[config.mk]
export PLATFORM = sky130hd
export DESIGN_NAME = rom_stream_reader_flat
export DESIGN_NICKNAME = d
export VERILOG_FILES = /design/src/rtl/rom_stream_reader_if.sv /design/src/rtl/rom_stream_reader.sv /design/src/flat_wrapper.sv
export SDC_FILE = /design/constraint.sdc
export NUM_CORES = 1
export LEC_CHECK = 0
export ABC_AREA = 1
export ABC_CLOCK_PERIOD_IN_PS = 5200
export CAP_MARGIN = 20
export CORE_AREA = 4 4 71 90
export DETAILED_ROUTE_END_ITERATION = 8
export DIE_AREA = 0 0 75 94
export PLACE_DENSITY = 0.83
export SYNTH_ARGS = -nofsm -noshare
export SYNTH_HDL_FRONTEND = slang
export SYNTH_SLANG_ARGS = --single-unit
export TNS_END_PERCENT = 100
[constraint.sdc]
create_clock -name sysclk -period 5.2 [get_ports sysclk]
set_clock_uncertainty 0.15 [all_clocks]
set_input_delay 0.78 -clock sysclk [delete_from_list [all_inputs] [get_ports sysclk]]
set_output_delay 0.78 -clock sysclk [all_outputs]
set_load 0.1 [all_outputs]
[src/rtl/rom_stream_reader_if.sv]
// rom_stream_reader_if: bundles the control, ROM and stream signals of rom_stream_reader.
//   Control: start, base_addr, len (in) / busy, done (out)
//   ROM:     rom_addr (out) / rom_data (in)
//   Stream:  m_data, m_valid, m_last (out) / m_ready (in)
// modport master is the reader side; modport slave is the side that talks to it.
interface rom_stream_reader_if #(
  parameter int unsigned ADDR_W = 5,
  parameter int unsigned DATA_W = 8
);
  logic              start;
  logic [ADDR_W-1:0] base_addr;
  logic [ADDR_W:0]   len;
  logic              busy;
  logic              done;
  logic [ADDR_W-1:0] rom_addr;
  logic [DATA_W-1:0] rom_data;
  logic [DATA_W-1:0] m_data;
  logic              m_valid;
  logic              m_ready;
  logic              m_last;

  modport master (
    input  start, base_addr, len, rom_data, m_ready,
    output busy, done, rom_addr, m_data, m_valid, m_last
  );

  modport slave (
    output start, base_addr, len, rom_data, m_ready,
    input  busy, done, rom_addr, m_data, m_valid, m_last
  );
endinterface

[src/rtl/rom_stream_reader.sv]
// rom_stream_reader: reads len words from a registered-read block ROM starting at base_addr
// and presents them as a valid/ready stream with m_last on the final word.
//   sysclk : clock, rising edge
//   rst    : asynchronous active-high reset
//   bus    : rom_stream_reader_if.master (start/base_addr/len, busy/done, rom_addr/rom_data,
//            m_data/m_valid/m_ready/m_last)
// Addresses are only issued while the output FIFO has room for every read already in
// flight, so back-pressure can never overflow the buffer.
module rom_stream_reader #(
  parameter int unsigned ADDR_W     = 5,
  parameter int unsigned DATA_W     = 8,
  parameter int unsigned ROM_LAT    = 1,
  parameter int unsigned FIFO_DEPTH = 4
) (
  input  logic                 sysclk,
  input  logic                 rst,
  rom_stream_reader_if.master  bus
);

  localparam int unsigned PtrW = (FIFO_DEPTH > 1) ? $clog2(FIFO_DEPTH) : 1;
  localparam int unsigned CntW = $clog2(FIFO_DEPTH + 1);

  typedef enum logic [2:0] {StIdle, StRun, StDrain, StZero, StDone} state_e;

  state_e            r_state, w_state_next;
  logic [ADDR_W:0]   r_remain;     // addresses still to issue
  logic [ADDR_W-1:0] r_rom_addr;
  // Stage 0 marks "rom_addr carries a fresh read"; stage ROM_LAT marks "rom_data is ours".
  logic [ROM_LAT:0]  r_tag;
  logic [ROM_LAT:0]  r_tag_last;
  logic [DATA_W:0]   r_mem [FIFO_DEPTH];  // {last, data}
  logic [PtrW-1:0]   r_wptr, r_rptr;
  logic [CntW-1:0]   r_count;

  logic        w_start_ok, w_issue, w_issue_last, w_credit;
  logic        w_wr, w_rd, w_valid, w_head_last;
  int unsigned w_inflight;

  function automatic logic [PtrW-1:0] ptr_inc(input logic [PtrW-1:0] p);
    return (p == PtrW'(FIFO_DEPTH - 1)) ? '0 : p + PtrW'(1);
  endfunction

  always_comb begin
    w_inflight = 0;
    for (int i = 0; i <= int'(ROM_LAT); i++) begin
      if (r_tag[i]) w_inflight++;
    end
  end

  assign w_credit     = (32'(r_count) + w_inflight) < FIFO_DEPTH;
  assign w_start_ok   = (r_state == StIdle) && bus.start;
  assign w_issue      = (w_start_ok && (bus.len != '0)) ||
                        ((r_state == StRun) && (r_remain != '0) && w_credit);
  assign w_issue_last = (r_state == StIdle) ? (bus.len == (ADDR_W+1)'(1))
                                            : (r_remain == (ADDR_W+1)'(1));
  assign w_valid      = (r_count != '0);
  assign w_wr         = r_tag[ROM_LAT];
  assign w_rd         = w_valid && bus.m_ready;
  assign w_head_last  = r_mem[r_rptr][DATA_W];

  // State register
  always_ff @(posedge sysclk or posedge rst) begin
    if (rst) r_state <= StIdle;
    else     r_state <= w_state_next;
  end

  // Next-state logic
  always_comb begin
    w_state_next = r_state;
    unique case (r_state)
      StIdle:  if (bus.start) w_state_next = (bus.len == '0) ? StZero : StRun;
      StRun:   if (r_remain == '0) w_state_next = StDrain;
      StDrain: if (w_rd && w_head_last) w_state_next = StDone;
      StZero:  w_state_next = StIdle;
      StDone:  w_state_next = StIdle;
      default: w_state_next = StIdle;
    endcase
  end

  // Outputs: a zero-length request shows busy and done together for its single cycle.
  always_comb begin
    bus.busy = 1'b0;
    bus.done = 1'b0;
    unique case (r_state)
      StRun, StDrain: bus.busy = 1'b1;
      StZero: begin
        bus.busy = 1'b1;
        bus.done = 1'b1;
      end
      StDone:  bus.done = 1'b1;
      default: ;
    endcase
  end

  // Address issue, tag pipeline and output FIFO
  always_ff @(posedge sysclk or posedge rst) begin
    if (rst) begin
      r_remain   <= '0;
      r_rom_addr <= '0;
      r_tag      <= '0;
      r_tag_last <= '0;
      r_wptr     <= '0;
      r_rptr     <= '0;
      r_count    <= '0;
      for (int i = 0; i < int'(FIFO_DEPTH); i++) r_mem[i] <= '0;
    end else begin
      if (w_issue) begin
        r_rom_addr <= (r_state == StIdle) ? bus.base_addr : r_rom_addr + ADDR_W'(1);
      end
      if (w_start_ok) begin
        r_remain <= (bus.len == '0) ? '0 : bus.len - (ADDR_W+1)'(1);
      end else if (w_issue) begin
        r_remain <= r_remain - (ADDR_W+1)'(1);
      end
      r_tag      <= {r_tag[ROM_LAT-1:0], w_issue};
      r_tag_last <= {r_tag_last[ROM_LAT-1:0], w_issue && w_issue_last};
      if (w_wr) begin
        r_mem[r_wptr] <= {r_tag_last[ROM_LAT], bus.rom_data};
        r_wptr        <= ptr_inc(r_wptr);
      end
      if (w_rd) r_rptr <= ptr_inc(r_rptr);
      if (w_wr && !w_rd)      r_count <= r_count + CntW'(1);
      else if (!w_wr && w_rd) r_count <= r_count - CntW'(1);
    end
  end

  assign bus.rom_addr = r_rom_addr;
  assign bus.m_valid  = w_valid;
  assign bus.m_data   = w_valid ? r_mem[r_rptr][DATA_W-1:0] : '0;
  assign bus.m_last   = w_valid && w_head_last;

`ifndef SYNTHESIS
  // The credit rule must make a write into a full, non-draining FIFO impossible.
  a_no_overflow: assert property (@(posedge sysclk) disable iff (rst)
    !(w_wr && !w_rd && (r_count == CntW'(FIFO_DEPTH))));
`endif

endmodule
[src/flat_wrapper.sv]
// flat-port wrapper written by rule: the top's interface ports become plain ports
module rom_stream_reader_flat 
#(
  parameter int unsigned ADDR_W     = 5,
  parameter int unsigned DATA_W     = 8,
  parameter int unsigned ROM_LAT    = 1,
  parameter int unsigned FIFO_DEPTH = 4
)
  (sysclk, rst, bus_start, bus_base_addr, bus_len, bus_rom_data, bus_m_ready, bus_busy, bus_done, bus_rom_addr, bus_m_data, bus_m_valid, bus_m_last);
  rom_stream_reader_if #(.ADDR_W(ADDR_W), .DATA_W(DATA_W)) bus_i ();
  input  logic sysclk;
  input  logic rst;
  input wire logic [$bits(bus_i.start)-1:0] bus_start;
  input wire logic [$bits(bus_i.base_addr)-1:0] bus_base_addr;
  input wire logic [$bits(bus_i.len)-1:0] bus_len;
  input wire logic [$bits(bus_i.rom_data)-1:0] bus_rom_data;
  input wire logic [$bits(bus_i.m_ready)-1:0] bus_m_ready;
  output wire logic [$bits(bus_i.busy)-1:0] bus_busy;
  output wire logic [$bits(bus_i.done)-1:0] bus_done;
  output wire logic [$bits(bus_i.rom_addr)-1:0] bus_rom_addr;
  output wire logic [$bits(bus_i.m_data)-1:0] bus_m_data;
  output wire logic [$bits(bus_i.m_valid)-1:0] bus_m_valid;
  output wire logic [$bits(bus_i.m_last)-1:0] bus_m_last;
  assign bus_i.start = bus_start;
  assign bus_i.base_addr = bus_base_addr;
  assign bus_i.len = bus_len;
  assign bus_i.rom_data = bus_rom_data;
  assign bus_i.m_ready = bus_m_ready;
  assign bus_busy = bus_i.busy;
  assign bus_done = bus_i.done;
  assign bus_rom_addr = bus_i.rom_addr;
  assign bus_m_data = bus_i.m_data;
  assign bus_m_valid = bus_i.m_valid;
  assign bus_m_last = bus_i.m_last;
  rom_stream_reader #(.ADDR_W(ADDR_W), .DATA_W(DATA_W), .ROM_LAT(ROM_LAT), .FIFO_DEPTH(FIFO_DEPTH)) u_core (.sysclk(sysclk), .rst(rst), .bus(bus_i));
endmodule
==> flow_summary_export.csv, run 1 <==
group,metric,value,unit
timing,fin_setup_tns,0,ns
clocking,cts_buffers,9,
grt,grt_usage,0.2160,
routing,avgViaCountPerCell,5.377,
yosys,yosysUniqueCellTypes,31,
critical_path,cp-endpoint,"bus_m_last",
timing,post-route-min-period,3.902,ns
status,outcome,"finished clean",
grt,antenna_found_initial,0,
grt,grt_pass1_wl,11730,um
floorplanning,core_area,5624,um2
final_layout,fillerInstances,457,
clocking,cts_tree,"yes",
placed_design,port_buffers,39,
min_path,hp-class,"reg -> reg",
yosys,async_flop_share,1.000,
routing,ant_nets,0,
critical_path,path_cells,"inv_1 > nand2_1 > nand3_1 > and3_1 > clkdlybuf4s50_1",
critical_path,crit_required,4.27,ns
timing,setup_violations,0,
timing,max_freq,256.3,MHz
yosys,synth_flop_cell,"dfrtp_1",
placed_design,placed_area,3652,um2
clocking,cts_hold_buf,0,
critical_path,reg2reg_from,"u_core.r_count[0]",
yosys,synth-seq-cells,61,
yosys,yosys.area.top_type,"dfrtp_1",
grt,grt_pass1_vias,2714,
final_layout,drive_above_1_share,0.06502,
critical_path,cp_slowest_stage_delay,1.13,ns
yosys,synth-edff-count,0,
final_layout,nets,481,
critical_path,worstReg2RegEnd,"u_core.r_count[1]",
critical_path,crit_slowest_cell,"clkdlybuf4s50_1",
routing,firstDrtPassIters,4,
timing,fin_crit_sh,0.7504,
placed_design,gp_congestion,0.8687,
yosys,ys_top_cells_by_area,"dfrtp_1, nand2_1, o21ai_0",
floorplanning,die-area,7050,um2
grt,grt_overflow,0,
routing,drtIter0Drc,118,
clocking,root_buffer,"clkbuf_8",
critical_path,crit_type,"reg -> out",
clocking,postCtsSetupBuffers,0,
final_layout,multiInputGateArea,1510,um2
clocking,cts.sinks,61,
final_layout,design_area,3851,um2
routing,wl,6857,um
critical_path,reg2reg_slack,2.99,ns
yosys,synth_top_area_share,0.4718,
timing,fin_ws,1.298,ns
clocking,insertion_delay,0.33,ns
timing,worst_pin_slew,0.9834,ns
yosys,synth_area,3236,um2
floorplanning,rows,31,
timing,hold_violations,0,
placed_design,dp_hpwl,4913,um
final_layout,regArea,1526,um2
yosys,yosys-top-cells-count,"nand2_1, o21ai_0, dfrtp_1",
clocking,h-tree-depth,3,
yosys,synthCells,402,
critical_path,startpoint_type,"register",
yosys,synth_warnings,0,
timing,relSlewSlack,0.3423,
clocking,post_cts_resized,0,
routing,vias,2753,
floorplanning,io_pins,40,
final_layout,diodes,0,
critical_path,worstSetupEndpointType,"primary output",
yosys,ys_seq_area_frac,0.4718,
critical_path,crit_start,"u_core.r_rptr[0]",
critical_path,r2r_cells,7,
routing,routedWlPerCell,13.39,um
routing,drt_drc_violations_left,0,
timing,rsz0062_at_grt,"false",
grt,grt_start_max_net_pins,55,
timing,holdWs,0.2051,ns
final_layout,area_delta_synth_final,19.03,%
placed_design,pre_cts_ws,1.679,ns
clocking,clk_pin_slew,0.07,ns
floorplanning,initial_core_util,0.5753,
critical_path,arrival,2.97,ns
yosys,avgSynthCellArea,8.049,um2
flow_run,maxCapViolations,0,
critical_path,critPathMaxFanout,21,
floorplanning,die_w,75,um
timing,drv_slew,0,
clocking,cts_buffer_depth,2,
yosys,synth_most_common_cell,"nand2_1",
yosys,synth_nets,441,
floorplanning,die_y,94,um
==> cells in the final DEF, fill, tap and decap left out, types with 4 or more instances in the layout <==
cell type / instances
nor2_1: 46
xnor2_1: 4
nand2_1: 102
inv_1: 32
a21oi_1: 10
nand3_1: 26
clkbuf_8: 11
ha_1: 15
o21ai_0: 63
clkdlybuf4s50_1: 39
dfrtp_1: 61
==> area by class of cell <==
class / count / area share
sequential: 61 / 0.3964
multi-input combinational: 294 / 0.3921
timing repair buffer: 40 / 0.1033
clock buffer: 11 / 0.03931
inverter: 36 / 0.03509
tap: 66 / 0.02144
clock inverter: 4 / 0.01235
==> cell families (layout without fill, tap and decap cells) <==
family / Yosys count / after routing / share of synthesized area
simple gates: 189 / 189 / 0.2514
compound gates: 81 / 81 / 0.1288
flops: 61 / 61 / 0.4718
buf+inv: 47 / 91 / 0.06148
fa+ha+maj: 16 / 16 / 0.06419
xor+xnor: 7 / 7 / 0.01895
mux: 1 / 1 / 0.003480
==> worst min path at each step <==
stage / start / to / slack [ns] / depth (start not counted)
detailed placement: u_core.r_tag_last[0] / u_core.r_tag_last[1] / 0.19 / 0
CTS: u_core.r_tag_last[0] / u_core.r_tag_last[1] / 0.21 / 0
floorplan: u_core.r_tag_last[0] / u_core.r_tag_last[1] / 0.18 / 0
global placement: u_core.r_tag_last[0] / u_core.r_tag_last[1] / 0.19 / 0
global route: u_core.r_tag_last[0] / u_core.r_tag_last[1] / 0.22 / 0
finish: u_core.r_tag_last[0] / u_core.r_tag_last[1] / 0.21 / 0
==> metal layers <==
metal,up-vias,part of all wire,GRT usage
met5,-,0,0
met4,0,0.029,0.1276
met3,14,0.040,0.03426
met2,69,0.53,0.3641
met1,1285,0.40,0.2512
li1,1385,-,-
==> worst max-delay path: cells and delay by family (launching register included) <==
| kind | cells | cell delay [ns] |
|---|---|---|
| and+or+nand+nor | 3 | 0.39 |
| buffers and inverters | 2 | 1.63 |
| DFF | 1 | 0.61 |
==> state kept, by name, summed over array words and instances (netlist names) <==
| name | flops |
|---|---|
| u_core.bus.rom_addr | 5 |
| u_core.r_count | 3 |
| u_core.r_mem | 36 |
| u_core.r_remain | 6 |
| u_core.r_rptr | 2 |
| u_core.r_state | 3 |
| u_core.r_tag | 2 |
| u_core.r_tag_last | 2 |
| u_core.r_wptr | 2 |
==> per-stage QoR <==
step           utilization  std cells
2_1_floorplan            -        402
6_report            0.6848        512
4_1_cts             0.6848        512
5_1_grt             0.6848        512
3_5_place_dp        0.6494        497
3_3_place_gp        0.6494        497
Power of run 1 is left out: the tool's default activity adds up to more than one toggle a clock period on the data nets, which glitch-free logic cannot reach.
==> run 2: changes to the inputs <==
--- a/config.mk
+++ b/config.mk
@@ -6,12 +6,12 @@
 export NUM_CORES = 1
 export LEC_CHECK = 0
 export ABC_AREA = 1
-export ABC_CLOCK_PERIOD_IN_PS = 5200
+export ABC_CLOCK_PERIOD_IN_PS = 3300
 export CAP_MARGIN = 20
-export CORE_AREA = 4 4 71 90
+export CORE_AREA = 4 4 77 97
 export DETAILED_ROUTE_END_ITERATION = 8
-export DIE_AREA = 0 0 75 94
-export PLACE_DENSITY = 0.83
+export DIE_AREA = 0 0 81 101
+export PLACE_DENSITY = 0.75
 export SYNTH_ARGS = -nofsm -noshare
 export SYNTH_HDL_FRONTEND = slang
 export SYNTH_SLANG_ARGS = --single-unit
==> constraint.sdc (replaced) <==
create_clock -name sysclk -period 3.3 [get_ports sysclk]
set_clock_uncertainty 0.15 [all_clocks]
set_input_delay 0.495 -clock sysclk [delete_from_list [all_inputs] [get_ports sysclk]]
set_output_delay 0.495 -clock sysclk [all_outputs]
set_load 0.1 [all_outputs]
==> run 2 against run 1 <==
Design area down 1.2%; count of clock-buffer cells in the layout is 1 lower; critical path depth did not move; register-to-register slack lost 1.9 ns; sequential share of layout area is 0.50 points higher; non-clock buffer count grew 2; cell count grew 4.1%; die area rose by 16%; utilization decreased by 10 points; sequential cell count is the same; global-route usage is 3.4 points lower; first-iteration DRC count up 0.85%.
==> flow_summary_export.csv, run 2 (synthesis results as in run 1) <==
group,metric,value,unit
routing,drtIter0Drc,119,
grt,grt_pass1_vias,2635,
final_layout,drive_above_1_share,0.1031,
floorplanning,core_area,6524,um2
clocking,clk_pin_slew,0.06,ns
clocking,post_cts_resized,0,
floorplanning,initial_core_util,0.4960,
critical_path,worstSetupEndpointType,"primary output",
final_layout,final_core_util,0.5830,
routing,ant_nets,0,
routing,firstDrtPassIters,4,
routing,vias,2747,
clocking,cts_buffer_depth,2,
timing,post-route-min-period,2.759,ns
clocking,cts.sinks,61,
grt,grt_pass1_wl,11440,um
final_layout,area_delta_synth_final,17.56,%
status,outcome,"finished clean",
flow_run,maxCapViolations,0,
placed_design,port_buffers,39,
floorplanning,die_y,101,um
min_path,hp-class,"reg -> reg",
critical_path,crit_type,"reg -> out",
critical_path,arrival,2.11,ns
routing,avgViaCountPerCell,5.154,
floorplanning,rows,33,
routing,wl,6745,um
timing,worst_pin_slew,0.5722,ns
final_layout,nets,483,
timing,setup_violations,0,
grt,grt_overflow,0,
clocking,cts_buffers,9,
routing,routedWlPerCell,12.65,um
timing,max_freq,362.5,MHz
final_layout,diodes,0,
timing,drv_slew,0,
placed_design,dp_hpwl,4838,um
final_layout,top_register,"u_core.r_mem",
critical_path,crit_required,2.65,ns
timing,hold_violations,0,
floorplanning,die-area,8181,um2
final_layout,final_cell_mix,"nand2_1, o21ai_0, dfrtp_1",
clocking,root_buffer,"clkbuf_8",
placed_design,placed_cells,520,
clocking,insertion_delay,0.33,ns
floorplanning,io_pins,40,
routing,drt_drc_violations_left,0,
critical_path,startpoint_type,"register",
final_layout,layout_commonest_cell,"nand2_1",
floorplanning,die_w,81,um
critical_path,critPathMaxFanout,11,
grt,antenna_found_initial,0,
final_layout,layoutNonFillerInstCount,533,
final_layout,fillerInstances,618,
grt,grt_usage,0.1816,
clocking,cts_tree,"yes",
clocking,postCtsSetupBuffers,0,
final_layout,largest_reg_flops,36,
clocking,h-tree-depth,3,
clocking,cts_hold_buf,0,
placed_design,gp_congestion,0.7904,
timing,fin_crit_sh,0.8360,
timing,rsz0062_at_grt,"false",
timing,relSlewSlack,0.6176,
grt,grt_start_max_net_pins,28,
[run 2: critical path, cell delays in order (launching register included)]
cell      delay [ns]
dfrtp_1         0.59
clkinv_1        0.42
nor2_1          0.19
o21ai_0         0.10
a21oi_1         0.16
buf_4           0.31
[run 2: layout make-up]
cell class                 count  area (um2)  area share
clock buffer                  10       137.6     0.03618
timing repair buffer          42       370.4     0.09737
clock inverter                 3       15.01    0.003947
multi-input combinational    294        1510      0.3970
sequential                    61        1526      0.4013
inverter                      36       135.1     0.03553
tap                           87       108.9     0.02862
[run 2: per-stage QoR]
step | worst slack (ns) | area, um2 | hold WS [ns] | TNS, ns
global placement | 0.7280 | 3651 | 0.1861 | 0
finish | 0.5411 | 3804 | 0.2001 | 0
floorplan | -0.2936 | 3236 | 0.1812 | -2.349
global route | 0.3830 | 3804 | 0.2057 | 0
CTS | 0.5430 | 3804 | 0.2012 | 0
detailed placement | 0.6544 | 3651 | 0.1878 | 0
[run 2: final timing paths]
check	slack (ns)	cells past startpoint	to	start
hold reg to reg	0.20	0	u_core.r_tag_last[1]	u_core.r_tag_last[0]
max in group asynchronous	2.16	3	u_core.bus.rom_addr[0]	rst
setup / recovery	0.54	5	bus_m_data[2]	u_core.r_rptr[1]
min in group asynchronous	0.24	2	u_core.r_remain[5]	rst
hold / removal	0.20	0	u_core.r_tag_last[1]	u_core.r_tag_last[0]
setup reg to reg	1.12	7	u_core.r_count[1]	u_core.r_count[0]
[run 2: routing by layer]
metal	routed length [um]	GRT usage	vias up
met1	2844	0.2023	1294
met3	335	0.04562	12
met5	0	0	-
met2	3436	0.3226	59
li1	-	-	1382
met4	129	0.07802	0
Power of run 2 is left out for the same reason.
==> run 3: changes to the inputs <==
--- a/config.mk
+++ b/config.mk
@@ -6,7 +6,7 @@
 export NUM_CORES = 1
 export LEC_CHECK = 0
 export ABC_AREA = 1
-export ABC_CLOCK_PERIOD_IN_PS = 3300
+export ABC_CLOCK_PERIOD_IN_PS = 2290
 export CAP_MARGIN = 20
 export CORE_AREA = 4 4 77 97
 export DETAILED_ROUTE_END_ITERATION = 8
==> constraint.sdc (replaced) <==
create_clock -name sysclk -period 2.29 [get_ports sysclk]
set_clock_uncertainty 0.15 [all_clocks]
set_input_delay 0.3435 -clock sysclk [delete_from_list [all_inputs] [get_ports sysclk]]
set_output_delay 0.3435 -clock sysclk [all_outputs]
set_load 0.1 [all_outputs]
==> run 3 against run 2 <==
Count of clock-buffer cells in the layout grew 2; critical endpoint is now bus_m_data[1]; worst hold slack improved by 0.014 ns; via count up 1.6%; die area did not move; critical path depth shrank 1; largest cell class is now multi-input combinational cells; register-to-register slack got worse by 0.96 ns; sequential share of layout area decreased by 3.6 points; wire length up 8.7%.
==> flow_summary_export.csv, run 3 (synthesis results as in run 1) <==
group,metric,value,unit
timing,max_freq,449.4,MHz
placed_design,placed_area,3913,um2
final_layout,final_core_util,0.6398,
clocking,cts_tree,"yes",
floorplanning,die_w,81,um
final_layout,final_cell_mix,"nand2_1, dfrtp_1, o21ai_0",
status,outcome,"finished clean",
timing,hold_violations,0,
routing,ant_nets,0,
placed_design,dp_hpwl,5148,um
grt,grt_pass1_wl,12720,um
critical_path,cp_top_family,"compound AO/OA/AOI/OAI gates",
critical_path,crit_slowest_cell,"o21ai_0",
timing,worst_pin_slew,0.5831,ns
critical_path,cp_slowest_stage_delay,0.41,ns
grt,grt_pass1_vias,2749,
min_path,hp-class,"reg -> reg",
critical_path,cp_num_cells,4,
final_layout,layout_commonest_cell,"nand2_1",
timing,rsz0062_at_grt,"true",
critical_path,reg2reg_slack,0.16,ns
routing,vias,2791,
critical_path,r2r_cells,9,
critical_path,crit_required,1.80,ns
timing,drv_slew,0,
routing,avgViaCountPerCell,5.178,
grt,grt_overflow,0,
final_layout,fillerInstances,587,
clocking,cts.sinks,61,
final_layout,diodes,0,
placed_design,port_buffers,39,
floorplanning,die-area,8181,um2
clocking,insertion_delay,0.33,ns
timing,setup_violations,0,
final_layout,drive_above_1_share,0.1416,
critical_path,cp-endpoint,"bus_m_data[1]",
critical_path,reg2reg_from,"u_core.r_count[0]",
critical_path,critPathMaxFanout,19,
grt,antenna_found_initial,0,
final_layout,top_register,"u_core.r_mem",
critical_path,crit_buf_inv,2,
floorplanning,core_area,6524,um2
timing,fin_crit_sh,0.9716,
routing,drt_drc_violations_left,0,
clocking,h-tree-depth,3,
final_layout,nets,487,
floorplanning,die_y,101,um
routing,wl,7333,um
final_layout,area_delta_synth_final,29.00,%
grt,grt_usage,0.2006,
critical_path,arrival,1.73,ns
clocking,root_buffer,"clkbuf_8",
routing,routedWlPerCell,13.60,um
floorplanning,initial_core_util,0.4960,
routing,drtIter0Drc,178,
timing,post-route-min-period,2.225,ns
flow_run,maxCapViolations,0,
placed_design,placed_cells,523,
critical_path,crit_type,"reg -> out",
routing,firstDrtPassIters,4,
floorplanning,io_pins,40,
final_layout,layoutNonFillerInstCount,539,
floorplanning,rows,33,
critical_path,worstReg2RegEnd,"u_core.r_count[2]",
critical_path,path_cells,"clkinvlp_4 > o21ai_0 > a21oi_4 > buf_12",
grt,grt_start_max_net_pins,62,
clocking,clk_pin_slew,0.07,ns
critical_path,startpoint_type,"register",
critical_path,crit_start,"u_core.r_rptr[0]",
clocking,cts_buffers,9,
critical_path,worstSetupEndpointType,"primary output",
final_layout,largest_reg_flops,36,
timing,relSlewSlack,0.6103,
final_layout,design_area,4174,um2
clocking,cts_buffer_depth,2,
placed_design,gp_congestion,0.8733,
-- run 3: cell count changes in the layout (fill, tap and decap cells not counted), sizes merged --
cell / change
inv: -2
clkinv: -3
buf: +4
bufinv: +2
clkbuf: +2
clkinvlp: +3
-- run 3: how the worst min path moves through the flow --
stage	startpoint	cells past startpoint	endpoint
2_1_floorplan	u_core.r_tag_last[0]	0	u_core.r_tag_last[1]
3_3_place_gp	u_core.r_tag_last[0]	0	u_core.r_tag_last[1]
3_5_place_dp	u_core.r_tag_last[0]	0	u_core.r_tag_last[1]
4_1_cts	u_core.r_tag_last[0]	0	u_core.r_tag_last[1]
5_1_grt	u_core.r_tag_last[0]	0	u_core.r_tag_last[1]
6_report	u_core.r_tag_last[0]	0	u_core.r_tag_last[1]
-- run 3: timing repair --
item | CTS | global route
pin swaps | 0 | 1
setup endpoints to repair | 8 | 8
hold buffers | 0 | 0
resized for setup | 1 | 4
buffers inserted | 1 | 0
hold endpoints to repair | 0 | 0
-- run 3: cell type report --
type                            count  area, um2  share of cell area
Clock buffer                       12      165.2             0.03957
Sequential cell                    61       1526              0.3657
Timing Repair Buffer               46      550.5              0.1319
Tap cell                           87      108.9             0.02608
Clock inverter                      3      67.56             0.01619
Inverter                           36      142.6             0.03417
Multi-Input combinational cell    294       1613              0.3864
-- run 3: through the flow --
step	setup TNS, ns	setup slack, ns	hold slack, ns
after global routing	-0.5855	-0.08455	0.2192
final	0	0.06495	0.2141
after CTS	0	0.03683	0.2145
after floorplan	0	0.005825	0.1812
after detailed placement	0	0.01250	0.1912
after global placement	0	0.05326	0.1871
-- run 3: layer usage --
| metal | GRT usage | up-vias | wire length (um) |
|---|---|---|---|
| met5 | 0 | - | 0 |
| met4 | 0.09233 | 0 | 161 |
| met3 | 0.02952 | 15 | 239 |
| met2 | 0.3542 | 59 | 3860 |
| met1 | 0.2362 | 1320 | 3071 |
| li1 | - | 1397 | - |
Power of run 3 is left out for the same reason.
==> RTL edit 1: new RTL, config.mk and constraints of run 3 <==
`ADDR_W` is set to 5 in 3 places; all go to 4.
--- a/src/rtl/rom_stream_reader_if.sv
+++ b/src/rtl/rom_stream_reader_if.sv
@@ -5,5 +5,5 @@
 // modport master is the reader side; modport slave is the side that talks to it.
 interface rom_stream_reader_if #(
-  parameter int unsigned ADDR_W = 5,
+  parameter int unsigned ADDR_W = 4,
   parameter int unsigned DATA_W = 8
 );
--- a/src/rtl/rom_stream_reader.sv
+++ b/src/rtl/rom_stream_reader.sv
@@ -8,5 +8,5 @@
 // flight, so back-pressure can never overflow the buffer.
 module rom_stream_reader #(
-  parameter int unsigned ADDR_W     = 5,
+  parameter int unsigned ADDR_W     = 4,
   parameter int unsigned DATA_W     = 8,
   parameter int unsigned ROM_LAT    = 1,
--- a/src/flat_wrapper.sv
+++ b/src/flat_wrapper.sv
@@ -2,5 +2,5 @@
 module rom_stream_reader_flat 
 #(
-  parameter int unsigned ADDR_W     = 5,
+  parameter int unsigned ADDR_W     = 4,
   parameter int unsigned DATA_W     = 8,
   parameter int unsigned ROM_LAT    = 1,
Interface: changed (resized bus_base_addr, bus_len and bus_rom_addr); port bits go from 40 to 37. The function was not compared with the original's and may differ.
==> RTL edit 1 against run 3 <==
Design area shrank 2.8%; count of clock-buffer cells in the layout is the same; wire length shrank 10%; area after synthesis shrank 2.6%; sequential cell count shrank 2; worst setup slack gained 0.098 ns; non-clock buffer count shrank 1; largest cell class unchanged.
Power is not shown: default switching activity piles up to over one toggle a cycle in this logic, so the estimate is an artifact.
==> RTL edit 1: results <==
{
  "synth_common_cells": "nand2_1, o21ai_0, dfrtp_1",
  "grt_start_max_net_pins": 21,
  "cp.arrival_ns": 1.63,
  "worst_pin_slew_ns": 0.613,
  "synthTopCellsByArea": "dfrtp_1, nand2_1, o21ai_0",
  "cp_max_fo": 14,
  "ctsResizeCount": 0,
  "period_share_pct": 92.9,
  "hold_path_class": "input pin to asynchronous set/reset pin",
  "place_ws_ns": 0.0384,
  "routabilityCongestion": 0.811,
  "grt_pass1_vias": 2665,
  "synth-xor-area-share_pct": 0.834,
  "status": "complete, no violations",
  "placed_area_sq_um": 3860,
  "drive_gt1_share_pct": 17.9,
  "syn_area_per_cell_sq_um": 8.06,
  "yosysSeqAreaShare_pct": 46.9,
  "dr.pass1.iters": 5,
  "final_nets": 472,
  "rrSetupSlack_ns": 0.18,
  "drt_iter0_drc": 161,
  "vias": 2633,
  "grt_use_total_pct": 18.8,
  "finalNonFillerCells": 528,
  "syn-num-nets": 427,
  "yosysTopAreaCellShare_pct": 46.9
}
RTL edit 1: routing by layer:
layer | vias to the layer above | wire length (um) | global-route usage [%] | part of all wire, %
met4 | 0 | 90 | 7.15 | 1.4
li1 | 1341 | - | - | -
met3 | 10 | 326 | 5.10 | 4.9
met1 | 1222 | 2720 | 21.6 | 41
met5 | - | 0 | 0 | 0
met2 | 60 | 3450 | 32.8 | 52
RTL edit 1: critical path, stage by stage, from the launching register on:
cell	delay (ns)
dfrtp_2	0.44
buf_6	0.18
nor2_1	0.05
nor2_1	0.09
o21ai_0	0.15
a21oi_4	0.20
buf_12	0.19
RTL edit 1: cell type report:
class	count	area (sq um)
repair buffers	45	554
fillers	588	2470
flip-flops and latches	59	1480
inverters	36	140
well taps	87	109
clock buffers	12	145
clock inverters	4	50.0
multi-input cells	285	1580
RTL edit 1: cell families after synthesis:
kind of cell,after synthesis
mux,1
compound gates,75
fa+ha+maj,15
flops,59
xor+xnor,3
buf+inv,47
simple gates,191
==> RTL edit 2: new RTL, settings of run 3 <==
Without the edit above. Encoding of `state_e`: now Gray code (3 bits for 5 states).
--- a/src/rtl/rom_stream_reader.sv
+++ b/src/rtl/rom_stream_reader.sv
@@ -21,5 +21,5 @@
   localparam int unsigned CntW = $clog2(FIFO_DEPTH + 1);
 
-  typedef enum logic [2:0] {StIdle, StRun, StDrain, StZero, StDone} state_e;
+  typedef enum logic [2:0] {StIdle = 3'b000, StRun = 3'b001, StDrain = 3'b011, StZero = 3'b010, StDone = 3'b110} state_e;
 
   state_e            r_state, w_state_next;
Function: no difference found for any inputs over 4 cycles, from zero or initial values and one cycle with rst high; so few cycles prove little.
==> RTL edit 2 against run 3 <==
Worst setup slack improved by 0.018 ns; area after synthesis rose by 0.54%; sequential cell count did not move; design area fell by 1.3%; core utilization fell by 0.81 points; global-route usage fell by 1.1 points; wire length fell by 6.4%; critical endpoint is now bus_m_data[4].
Power is left out: the tool's default activity adds up to more than one toggle a clock period on the data nets, which glitch-free logic cannot reach.
==> RTL edit 2: results <==
{
  "post-cts-setup-buffer-count": 0,
  "relSlewSlack_pct": 60.5,
  "top_register": "u_core.r_mem",
  "cp_max_fo": 9,
  "final_nets": 487,
  "cp.arrival_ns": 1.71,
  "min_to": "u_core.r_tag_last[1]",
  "n_fill_cell": 587,
  "routabilityCongestion": 0.801,
  "cts_root_buf": "clkbuf_8",
  "worstSkewPairLatency_ns": 0.32,
  "dp_hpwl_mm": 4.90,
  "synthTopCellsByArea": "dfrtp_1, nand2_1, o21ai_0",
  "critical_path.top_delay_family": "buffers and inverters",
  "worst_path_max_delay_cell": "dfrtp_1",
  "place_ws_ns": 0.149,
  "status": "complete, no violations",
  "yosysSeqAreaShare_pct": 46.9,
  "synth_common_cells": "nand2_1, dfrtp_1, o21ai_0",
  "routedWlPerCell_um": 12.7,
  "async_reset_ff_share_pct": 100,
  "drt_iter0_drc": 184,
  "syn-num-nets": 443,
  "grt_pass1_wl_mm": 12.1,
  "postRouteWirelength_mm": 6.87,
  "vias": 2740,
  "dp.cells": 524,
  "slowest_delay_ns": 0.43,
  "placed_area_sq_um": 3930,
  "syn_inst": 404,
  "reg2reg_depth": 9,
  "ys.flop_type": "dfrtp_1",
  "grt_use_total_pct": 18.9,
  "io_buffers": 39,
  "rrSetupSlack_ns": 0.16,
  "drive_gt1_share_pct": 15.5
}
[RTL edit 2: cell types whose count changed after synthesis, sizes merged, moves of 2 or more]
cell,run 3,this run
nor3,2,0
nor2,49,55
a21boi,0,2
o21bai,2,0
and3,2,0
nand2,105,112
inv,34,32
o21ai,66,63
[RTL edit 2: logic make-up (layout without fill, tap and decap cells)]
| group | after synthesis | count (layout) | share of synthesized area (%) |
|---|---|---|---|
| muxes | 1 | 1 | 0.346 |
| adders and majority gates | 16 | 16 | 6.38 |
| AOI/OAI and AO/OA | 78 | 78 | 12.3 |
| DFF | 61 | 61 | 46.9 |
| xor gates and xnor gates | 8 | 8 | 2.15 |
| buffers and inverters | 43 | 92 | 5.31 |
| and+or+nand+nor | 197 | 197 | 26.5 |
[RTL edit 2: metrics by stage]
stage | hold WS, ns | utilization, %
global placement | 0.187 | 60.2
CTS | 0.206 | 63.1
global route | 0.218 | 63.2
detailed placement | 0.191 | 60.2
finish | 0.203 | 63.2
floorplan | 0.181 | -
[RTL edit 2: how the worst max path moves through the flow]
stage	start	slack [ns]	to
final	u_core.r_count[0]	0.08	bus_m_data[4]
after global routing	u_core.r_rptr[0]	-0.04	bus_m_data[2]
after CTS	u_core.r_rptr[0]	0.01	bus_m_data[2]
after detailed placement	bus_m_ready	0.15	u_core.r_count[2]
after global placement	bus_m_ready	0.20	u_core.r_count[1]
after floorplan	u_core.r_state[1]	0.05	bus_busy
[RTL edit 2: timing repair]
| item | 4_1_cts | 5_1_grt |
|---|---|---|
| hold endpoints to repair | 0 | 0 |
| gates resized for setup | 0 | 2 |
| endpoints found under the setup margin | 0 | 9 |
[RTL edit 2: per-layer routing]
metal	share of wire, %	GRT usage [%]	vias to the layer above
met1	45	24.1	1270
met4	2.5	10.1	0
li1	-	-	1393
met3	4.3	2.59	14
met5	0	0	-
met2	48	30.9	63
[RTL edit 2: area by class of cell]
type	count	area [sq um]	share of cell area [%]
clock inverter	4	47.5	1.15
tap	87	109	2.64
inverter	33	131	3.19
clock buffer	12	145	3.52
multi-input combinational	300	1660	40.3
sequential	61	1530	37.0
timing repair buffer	43	503	12.2
